===== src/rtl/pipe_pkg.sv =====
// Shared types for the result pipeline: per-stage record, memory FSM states
// and the hard-wired zero register address.
package pipe_pkg;

  localparam int XLEN = 32;
  localparam int RAW  = 5;
  localparam int CNTW = 16;

  localparam logic [RAW-1:0] REG_ZERO = '0;

  typedef struct packed {
    logic            valid;
    logic            Wreg;
    logic            isLoad;
    logic            isStore;
    logic [RAW-1:0]  rd;
    logic [XLEN-1:0] data;
  } stage_t;

  typedef enum logic {
    MEM_IDLE = 1'b0,
    MEM_WAIT = 1'b1
  } mem_state_t;

  // A stage produces a register-file write only for a real instruction that
  // targets something other than x0.
  function automatic logic writes_reg(input stage_t s);
    return s.valid & s.Wreg & (s.rd != REG_ZERO);
  endfunction

endpackage


===== src/rtl/result_pipe_hazard_detect.sv =====
// Load-use detection: an ID source register that matches a load whose data
// is not yet available (in EXE, or in MEM while the memory has not answered).
module hazard_detect
  import pipe_pkg::*;
(
  input  logic           valid_id,
  input  logic [RAW-1:0] addr1,
  input  logic [RAW-1:0] addr2,
  input  stage_t         exe,
  input  stage_t         mem,
  input  logic           mem_ready,
  output logic           load_use
);

  function automatic logic src_hit(input logic [RAW-1:0] addr,
                                   input stage_t s,
                                   input logic pending);
    return (addr != REG_ZERO) & s.valid & s.isLoad & pending & (addr == s.rd);
  endfunction

  logic hit1;
  logic hit2;

  // A load in MEM only blocks while its data has not arrived this cycle.
  assign hit1 = src_hit(addr1, exe, 1'b1) | src_hit(addr1, mem, ~mem_ready);
  assign hit2 = src_hit(addr2, exe, 1'b1) | src_hit(addr2, mem, ~mem_ready);

  assign load_use = valid_id & (hit1 | hit2);

  logic unused_fields;
  assign unused_fields = ^{exe.Wreg, exe.isStore, exe.data,
                           mem.Wreg, mem.isStore, mem.data};

endmodule


===== src/rtl/result_pipe.sv =====
// EXE/MEM/WB result pipeline feeding the forwarding unit and the register
// file, with load-use stall, branch flush and data-memory wait handling.
module result_pipe
  import pipe_pkg::*;
(
  input  logic            Clock,
  input  logic            nReset,
  input  logic            valid_ID,
  input  logic [RAW-1:0]  rd_ID,
  input  logic            Wreg_ID,
  input  logic            isLoad_ID,
  input  logic            isStore_ID,
  input  logic [RAW-1:0]  addr1_ID,
  input  logic [RAW-1:0]  addr2_ID,
  input  logic [XLEN-1:0] alu_EXE,
  input  logic            flush,
  input  logic            mem_ready,
  input  logic [XLEN-1:0] mem_rdata,
  output logic            mem_req,
  output logic [XLEN-1:0] mem_addr,
  output logic            stall_ID,
  output logic [RAW-1:0]  rd_EXE,
  output logic [RAW-1:0]  rd_MEM,
  output logic [RAW-1:0]  rd_WB,
  output logic [XLEN-1:0] data_EXE,
  output logic [XLEN-1:0] data_MEM,
  output logic [XLEN-1:0] data_WB,
  output logic            Wreg_EXE,
  output logic            Wreg_MEM,
  output logic            Wreg_WB,
  output logic [CNTW-1:0] stall_cnt,
  output mem_state_t      mem_state
);

  stage_t          exe_q, mem_q, wb_q;
  stage_t          exe_d, mem_d, wb_d;
  mem_state_t      state_q, state_d;
  logic [CNTW-1:0] cnt_q;
  logic            mem_wait;
  logic            advance;
  logic            load_use;
  logic            take_id;
  logic [XLEN-1:0] mem_result;

  hazard_detect u_hazard (
    .valid_id  (valid_ID),
    .addr1     (addr1_ID),
    .addr2     (addr2_ID),
    .exe       (exe_q),
    .mem       (mem_q),
    .mem_ready (mem_ready),
    .load_use  (load_use)
  );

  assign mem_req    = mem_q.valid & (mem_q.isLoad | mem_q.isStore);
  assign mem_wait   = mem_req & ~mem_ready;
  assign advance    = ~mem_wait;
  assign stall_ID   = load_use | mem_wait;
  // A flush seen while frozen is dropped: ID is held and the branch unit reasserts.
  assign take_id    = valid_ID & ~load_use & ~flush;
  assign mem_result = mem_q.isLoad ? mem_rdata : mem_q.data;

  always_comb begin
    exe_d         = '0;
    exe_d.valid   = take_id;
    exe_d.Wreg    = Wreg_ID & take_id;
    exe_d.isLoad  = isLoad_ID;
    exe_d.isStore = isStore_ID;
    exe_d.rd      = rd_ID;

    mem_d         = exe_q;
    mem_d.data    = alu_EXE;

    wb_d          = mem_q;
    wb_d.data     = mem_result;
  end

  always_ff @(posedge Clock or negedge nReset) begin
    if (!nReset) begin
      exe_q <= '0;
      mem_q <= '0;
      wb_q  <= '0;
    end else if (advance) begin
      exe_q <= exe_d;
      mem_q <= mem_d;
      wb_q  <= wb_d;
    end
  end

  // Memory-wait FSM: tracks stall episodes and anchors the request-hold check.
  always_comb begin
    state_d = state_q;
    case (state_q)
      MEM_IDLE: if (mem_wait)  state_d = MEM_WAIT;
      MEM_WAIT: if (!mem_wait) state_d = MEM_IDLE;
      default:                 state_d = MEM_IDLE;
    endcase
  end

  always_ff @(posedge Clock or negedge nReset) begin
    if (!nReset) begin
      state_q <= MEM_IDLE;
      cnt_q   <= '0;
    end else begin
      state_q <= state_d;
      if (mem_wait && (cnt_q != {CNTW{1'b1}})) cnt_q <= cnt_q + CNTW'(1);
    end
  end

  always @(posedge Clock) begin
    if (nReset && (state_q == MEM_WAIT)) assert (mem_req);
  end

  assign mem_addr  = mem_q.data;
  assign rd_EXE    = exe_q.rd;
  assign rd_MEM    = mem_q.rd;
  assign rd_WB     = wb_q.rd;
  assign data_EXE  = alu_EXE;
  assign data_MEM  = mem_result;
  assign data_WB   = wb_q.data;
  // A load in EXE has no data yet; in MEM it is forwardable only once memory answers.
  assign Wreg_EXE  = writes_reg(exe_q) & ~exe_q.isLoad;
  assign Wreg_MEM  = writes_reg(mem_q) & (~mem_q.isLoad | mem_ready);
  assign Wreg_WB   = writes_reg(wb_q);
  assign stall_cnt = cnt_q;
  assign mem_state = state_q;

  logic unused_fields;
  assign unused_fields = ^{wb_q.isLoad, wb_q.isStore};

endmodule


===== config.mk =====
export PLATFORM = sky130hd
export DESIGN_NAME = result_pipe
export DESIGN_NICKNAME = d
export VERILOG_FILES = /design/src/rtl/pipe_pkg.sv /design/src/rtl/result_pipe_hazard_detect.sv /design/src/rtl/result_pipe.sv
export SDC_FILE = /design/constraint.sdc
export NUM_CORES = 1
export LEC_CHECK = 0
export ABC_CLOCK_PERIOD_IN_PS = 1700
export BUFFER_PORTS_ARGS = -buffer_cell sky130_fd_sc_hd__buf_2
export CAP_MARGIN = 5
export CORE_UTILIZATION = 40
export CTS_CLUSTER_SIZE = 14
export DETAILED_ROUTE_END_ITERATION = 10
export PLACE_DENSITY = 0.77
export SETUP_SLACK_MARGIN = 0.1
export SLEW_MARGIN = 0
export SYNTH_ARGS = -nofsm -noshare
export SYNTH_HDL_FRONTEND = slang
export SYNTH_SLANG_ARGS = --single-unit

===== constraint.sdc =====
create_clock -name Clock -period 1.7 [get_ports Clock]
set_input_delay 0.17 -clock Clock [delete_from_list [all_inputs] [get_ports Clock]]
set_output_delay 0.17 -clock Clock [all_outputs]
set_load 0.01 [all_outputs]

==> results of run 1 <==
[cells in the mapped netlist]
cell      number  share of area
a211oi_1       1         0.0013
a21o_1         1         0.0013
a21oi_1        1        0.00088
a21oi_2        1         0.0015
and2_1         1         0.0011
and2b_1        1         0.0013
and3_1         1         0.0011
and3_4         1         0.0020
buf_2         15          0.013
buf_4        111           0.15
clkbuf_1       4         0.0026
dfrtp_1      106           0.47
ha_1           1         0.0022
inv_1          4         0.0026
mux2_2        65           0.13
nand2_1      166           0.11
nand2b_1       2         0.0022
nand3_1        7         0.0062
nand4_1        7         0.0077
nand4_2        1         0.0022
nand4_4        2         0.0075
nand4b_1       1         0.0015
nor2_1         9         0.0060
nor2b_1        1         0.0011
nor3_1         7         0.0062
o21ai_1        1        0.00088
o21ai_2        1         0.0015
o22ai_2        1         0.0022
o311a_1        1         0.0018
o31a_1         1         0.0015
o32a_1         2         0.0035
o41ai_2        1         0.0029
or3_1          1         0.0011
or3_4          1         0.0020
or4_1          2         0.0026
xnor2_1       25          0.039
xor2_1        10          0.015
[power by group]
part           internal, mW  leakage, nW  total, mW  switching (mW)
clock network          1.17        0.142       2.03           0.861
registers              2.96         1.27       3.31           0.346
logic                  1.71         2.67       3.13            1.42
[cell type report]
class / instances / area (um^2)
clock buffers: 12 / 246.5
clock inverters: 3 / 40.04
fillers: 1166 / 6136
inverters: 4 / 17.52
multi-input cells: 324 / 2276
flip-flops and latches: 106 / 2660
well taps: 180 / 225.2
repair buffers: 308 / 2226
[registers in the layout (all words and copies together) (netlist names), 2 cells and up]
register   flops
data_WB       32
exe_q          4
mem_addr      32
mem_q          4
rd_EXE         5
rd_MEM         5
rd_WB          5
stall_cnt     16
wb_q           2
[worst max-delay path: stages (launching register included)]
cell     delay [ns]
dfrtp_1        0.38
and2b_1        0.16
nand2_1        0.12
o32a_1         0.36
o22ai_2        0.19
a21o_1         0.13
buf_2          0.12
[cells by family (layout without fill, tap and decap cells)]
family,count (synthesis),after routing,synth area share
simple gates,211,211,0.1618
buf+inv,134,327,0.1655
mux,65,65,0.1291
compound gates,12,12,0.01942
fa+ha+maj,1,1,0.002207
xor+xnor,35,35,0.05407
flops,106,106,0.4679
[metrics by stage]
stage | instances | hold WS (ns)
floorplan | 564 | -0.1256
global placement | 889 | 0.01481
detailed placement | 889 | 0.01420
CTS | 924 | 0.003678
global route | 937 | 0.02370
finish | 937 | 0.01702
[metal layers]
| metal | share of wire | wire, um |
|---|---|---|
| met1 | 0.42 | 6206 |
| met2 | 0.51 | 7606 |
| met3 | 0.050 | 742 |
| met4 | 0.016 | 238 |
| met5 | 0 | 0 |
[layout by cell type, fill, tap and decap left out, types with 2 or more instances in the layout]
cell | synthesis | final
nand3_2 | 0 | 2
dfrtp_1 | 106 | 100
buf_6 | 0 | 39
mux2_4 | 0 | 37
nor3_1 | 7 | 3
nand3_1 | 7 | 5
or4_1 | 2 | 2
clkinv_2 | 0 | 2
xnor2_1 | 25 | 25
clkbuf_1 | 4 | 2
buf_2 | 15 | 218
nand4_1 | 7 | 7
mux2_2 | 65 | 28
nor2_1 | 9 | 8
nand4_4 | 2 | 2
nor3_2 | 0 | 4
xor2_1 | 10 | 10
dfrtp_2 | 0 | 6
buf_12 | 0 | 14
buf_8 | 0 | 4
clkbuf_16 | 0 | 15
nand2_1 | 166 | 166
buf_4 | 111 | 26
o32a_1 | 2 | 2
inv_1 | 4 | 3
[worst max path at each step]
stage                              from                       end  cells past startpoint
2_1_floorplan  stall_cnt[2]$_DFFE_PN0P_  stall_cnt[1]$_DFFE_PN0P_                      4
3_3_place_gp      rd_MEM[0]$_DFFE_PN0N_                  stall_ID                      6
3_5_place_dp      rd_MEM[2]$_DFFE_PN0N_                  stall_ID                      6
4_1_cts           rd_MEM[0]$_DFFE_PN0N_                  stall_ID                      6
5_1_grt           mem_q[40]$_DFFE_PN0N_                  stall_ID                      6
6_report          mem_q[40]$_DFFE_PN0N_                  stall_ID                      6
[timing repair]
item | 4_1_cts | 5_1_grt
resized for setup | 69 | 56
hold buffers | 1 | 0
gates cloned | 4 | 7
pin swaps | 4 | 4
endpoints found under the setup margin | 45 | 113
hold endpoints to repair | 106 | 0
setup buffers | 15 | 12
==> reports/metrics.yaml, run 1 <==
ctsHtreeMaxLevel: 3
avgSynthCellArea_um2: 10.05
worstPathMaxFanout: 4
syn_area_mm2: 0.005669
clk_latency_ns: 0.34
worst_slew_pin_slew_ns: 0.3408
clk_path_buf_depth: 2
first_pass_iters: 6
grt_usage: 0.1857
rows: 43
wl_per_cell_um: 15.79
yosys_warnings: 0
reg2reg_from: "mem_q[40]$_DFFE_PN0N_"
p_leak_nw: 4.092
worst_hold_path.endpoint: "rd_EXE[3]$_DFFE_PN0N_"
clk_pin_slew_ns: 0.07
die-area_mm2: 0.01465
vias_per_cell: 4.741
critPathArrivalTime_ns: 1.78
busiest_layer: "met2"
gp_congestion: 0.8297
use_met2: 0.3239
tns_ns: -0.2591
synth_seq_area_share: 0.4679
cts_tree: "yes"
hp-start: "rd_ID[3]"
cts-root-buf: "clkbuf_16"
maxCapViolCount: 0
final_util: 0.5562
timing.max_slew.rel_slack: 0.7711
max-vdd-ir-drop_mv: 0.5654
timing.fmax_mhz: 511.6
dpl.hpwl_um: 9757
use_met3: 0.02632
hold_violations: 0
area_growth_pct: 35.67
fp.dieH_um: 121.1
vias: 4442
synth_seq_cells: 106
antenna_found_initial: 0
status: "finished, violations left"
die_w_um: 121.1
drc: 0
hp-class: "input pin to flop"
period_needed_ns: 1.955
grt_max_degree: 53
first_iter_violations: 157
synth_nets: 652
rsz0062_at_grt: "yes"
final-setup-viol-count: 5
required_ns: 1.53
total_power_mw: 8.474
clock-sinks: 106
power_density_mw_per_mm2: 1102
core_area_mm2: 0.01383
grt_pass1_vias: 4050
skew_ns: 0.005965
placed_cell_area_mm2: 0.006444
finalCritPeriodShare: 1.150
yosysUniqueCellTypes: 37
final_antenna_net_count: 0
fin_nets: 841
rrSetupSlack_ns: 0
hold_depth: 3
routed_wl_um: 14790
port_buffers: 251
endpoint_kind: "output port"
finalInstanceArea_mm2: 0.007691
drv_slew: 0
numCtsBuffers: 9
critical_path_class: "flop to output port"
grt_pass1_wl_um: 20960
dp_slack_ns: 0.06776
rr_endpoint: "data_WB[9]$_DFFE_PN0N_"
synth_cells: 564
start_kind: "flop"
initial_core_util: 0.4100
pin_count: 252
violations: "setup timing"
gr-total-overflow: 0
n_antenna_cell: 0
final.setup.worst_slack_ns: -0.2547
grt.met1_usage: 0.2320
drive_gt1_frac: 0.5416
reg2regPathDepth: 7
No activity file was read; power rests on OpenSTA's default activity.
==> inputs of run 2 (changes only) <==
Settings changed: ABC_AREA set to 1, CTS_BUF_LIST set to sky130_fd_sc_hd__clkbuf_16, PLACE_DENSITY 0.77 to 0.76.
==> reports/metrics.yaml, run 2 <==
maxCapViolCount: 0
synth.largest_area_cell: "dfrtp_1"
max-vdd-ir-drop_mv: 0.5376
wl_per_cell_um: 14.72
fin_nets: 1001
violations: "setup timing"
grt_pass1_wl_um: 23070
grt_pass1_vias: 4567
rows: 43
final-setup-viol-count: 6
timing.max_slew.rel_slack: 0.6779
critPathArrivalTime_ns: 1.65
synth_cells: 745
status: "finished, violations left"
yosys-top-cells-count: "nand2_1, buf_4, dfrtp_1, o21ai_0, inv_1"
reg2reg_from: "rd_MEM[1]$_DFFE_PN0N_"
routed_wl_um: 16160
clk_path_buf_depth: 2
gp_congestion: 0.9168
first_iter_violations: 321
required_ns: 1.53
syn_area_mm2: 0.005883
hp-class: "input pin to flop"
final.setup.worst_slack_ns: -0.1181
avgSynthCellArea_um2: 7.897
synth_seq_area_share: 0.4509
endpoint_kind: "output port"
vias: 5144
instances_no_fill: 1098
die_w_um: 123.3
numCtsBuffers: 9
yosysMostFrequentCell: "nand2_1"
period_needed_ns: 1.818
pin_count: 252
cp-startpoint: "rd_EXE[2]$_DFFE_PN0N_"
rr_endpoint: "exe_q[39]$_DFFE_PN0N_"
hp-start: "rd_ID[3]"
reg2regPathDepth: 11
yosys_warnings: 0
drv_slew: 0
power_density_mw_per_mm2: 1094
antenna_found_initial: 0
drive_gt1_frac: 0.4237
synthTopCellsByArea: "dfrtp_1, nand2_1, buf_4"
critical_path_class: "flop to output port"
timing.fmax_mhz: 550.0
skew_ns: 0.008251
worst_slew_pin_slew_ns: 0.4831
start_kind: "flop"
vias_per_cell: 4.685
n_antenna_cell: 0
core_area_mm2: 0.01410
area_growth_pct: 29.05
synth_seq_cells: 106
dp.cells: 1050
worstPathMaxFanout: 3
first_pass_iters: 4
synthArstFlopShare: 1.000
synth_nets: 833
grt_usage: 0.2007
finalCritPeriodShare: 1.069
rrSetupSlack_ns: 0.03
drc: 0
clock-sinks: 106
yosysUniqueCellTypes: 28
dp_slack_ns: 0.1717
port_buffers: 251
hold_violations: 0
die-area_mm2: 0.01520
rsz0062_at_grt: "yes"
gr-total-overflow: 0
final_cell_mix: "nand2_1, buf_2, dfrtp_1, inv_1, o21ai_0"
clk_pin_slew_ns: 0.07
cts-root-buf: "clkbuf_16"
worstSetupEndpoint: "stall_ID"
cts_tree: "yes"
initial_core_util: 0.4174
fp.dieH_um: 123.3
final_antenna_net_count: 0
grt_max_degree: 47
dpl.hpwl_um: 10950
p_leak_nw: 4.258
ctsHtreeMaxLevel: 3
synth_top_area_frac: 0.4509
synth_edf_count: 0
ys.flop_type: "dfrtp_1"
clk_latency_ns: 0.35
==> run 2: worst min path at each step <==
stage,end,slack (ns),cells past startpoint
finish,rd_EXE[3]$_DFFE_PN0N_,0.02,3
global placement,mem_addr[6]$_DFFE_PN0N_,0.17,1
detailed placement,mem_addr[6]$_DFFE_PN0N_,0.16,1
global route,exe_q[37]$_DFFE_PN0N_,0.02,3
CTS,rd_EXE[3]$_DFFE_PN0N_,0.005,3
floorplan,data_WB[0]$_DFFE_PN0N_,-0.13,0
==> run 2: cell type report <==
cell class / instances / area, um^2
multi-input cells: 430 / 2302
inverters: 73 / 284.0
clock inverters: 7 / 37.54
repair buffers: 293 / 1859
well taps: 180 / 225.2
flip-flops and latches: 106 / 2659
fillers: 1349 / 6504
clock buffers: 9 / 225.2
==> run 2: logic make-up after synthesis <==
| group | Yosys count | synth area share |
|---|---|---|
| XOR/XNOR | 19 | 0.03211 |
| AND/OR/NAND/NOR | 321 | 0.2278 |
| adder cells (fa/ha/maj) | 1 | 0.002126 |
| buffers and inverters | 209 | 0.2095 |
| AO/OA/AOI/OAI | 89 | 0.07763 |
| flip-flops | 106 | 0.4509 |
==> run 2: per-layer routing <==
metal  wire (um)  global-route usage
met1        6776              0.2454
met2        8158              0.3404
met5           0                   0
met4         150             0.04593
met3        1073             0.06780
==> run 2: what timing repair did <==
item                                    in CTS  in global routing
hold endpoints to repair                    31                  0
buffers inserted                            12                 17
hold buffers                                 1                  0
endpoints found under the setup margin      33                 43
gates cloned                                 1                  3
resized for setup                           44                101
pin swaps                                    8                 24
==> run 2: stage by stage <==
stage | util | hold WS (ns) | instance area, um^2 | setup TNS (ns) | power (mW)
floorplan | - | -0.1256 | 5883 | 0 | 5.116
global placement | 0.4634 | 0.1669 | 6533 | 0 | 5.640
detailed placement | 0.4634 | 0.1578 | 6533 | 0 | 5.695
CTS | 0.4962 | 0.004595 | 6994 | -0.1466 | 7.783
global route | 0.5386 | 0.01596 | 7592 | -0.7335 | 8.852
finish | 0.5386 | 0.02296 | 7592 | -0.1766 | 8.308
==> run 2: worst max-delay path, cell delays in order (launching register included) <==
cell and delay (ns):
dfrtp_1 0.41, buf_4 0.15, nand2_1 0.06, nand2_1 0.05, nor2_1 0.09, nand3_1 0.08
nand2_1 0.08, nand2_2 0.07, nand2_2 0.07, nand2_1 0.05, nand2_1 0.06, buf_6 0.11
==> run 2: where the power goes <==
group          switching [mW]  internal [mW]
logic                    1.74           1.35
clock network           0.922          0.981
registers               0.338           2.98
total                    3.00           5.31
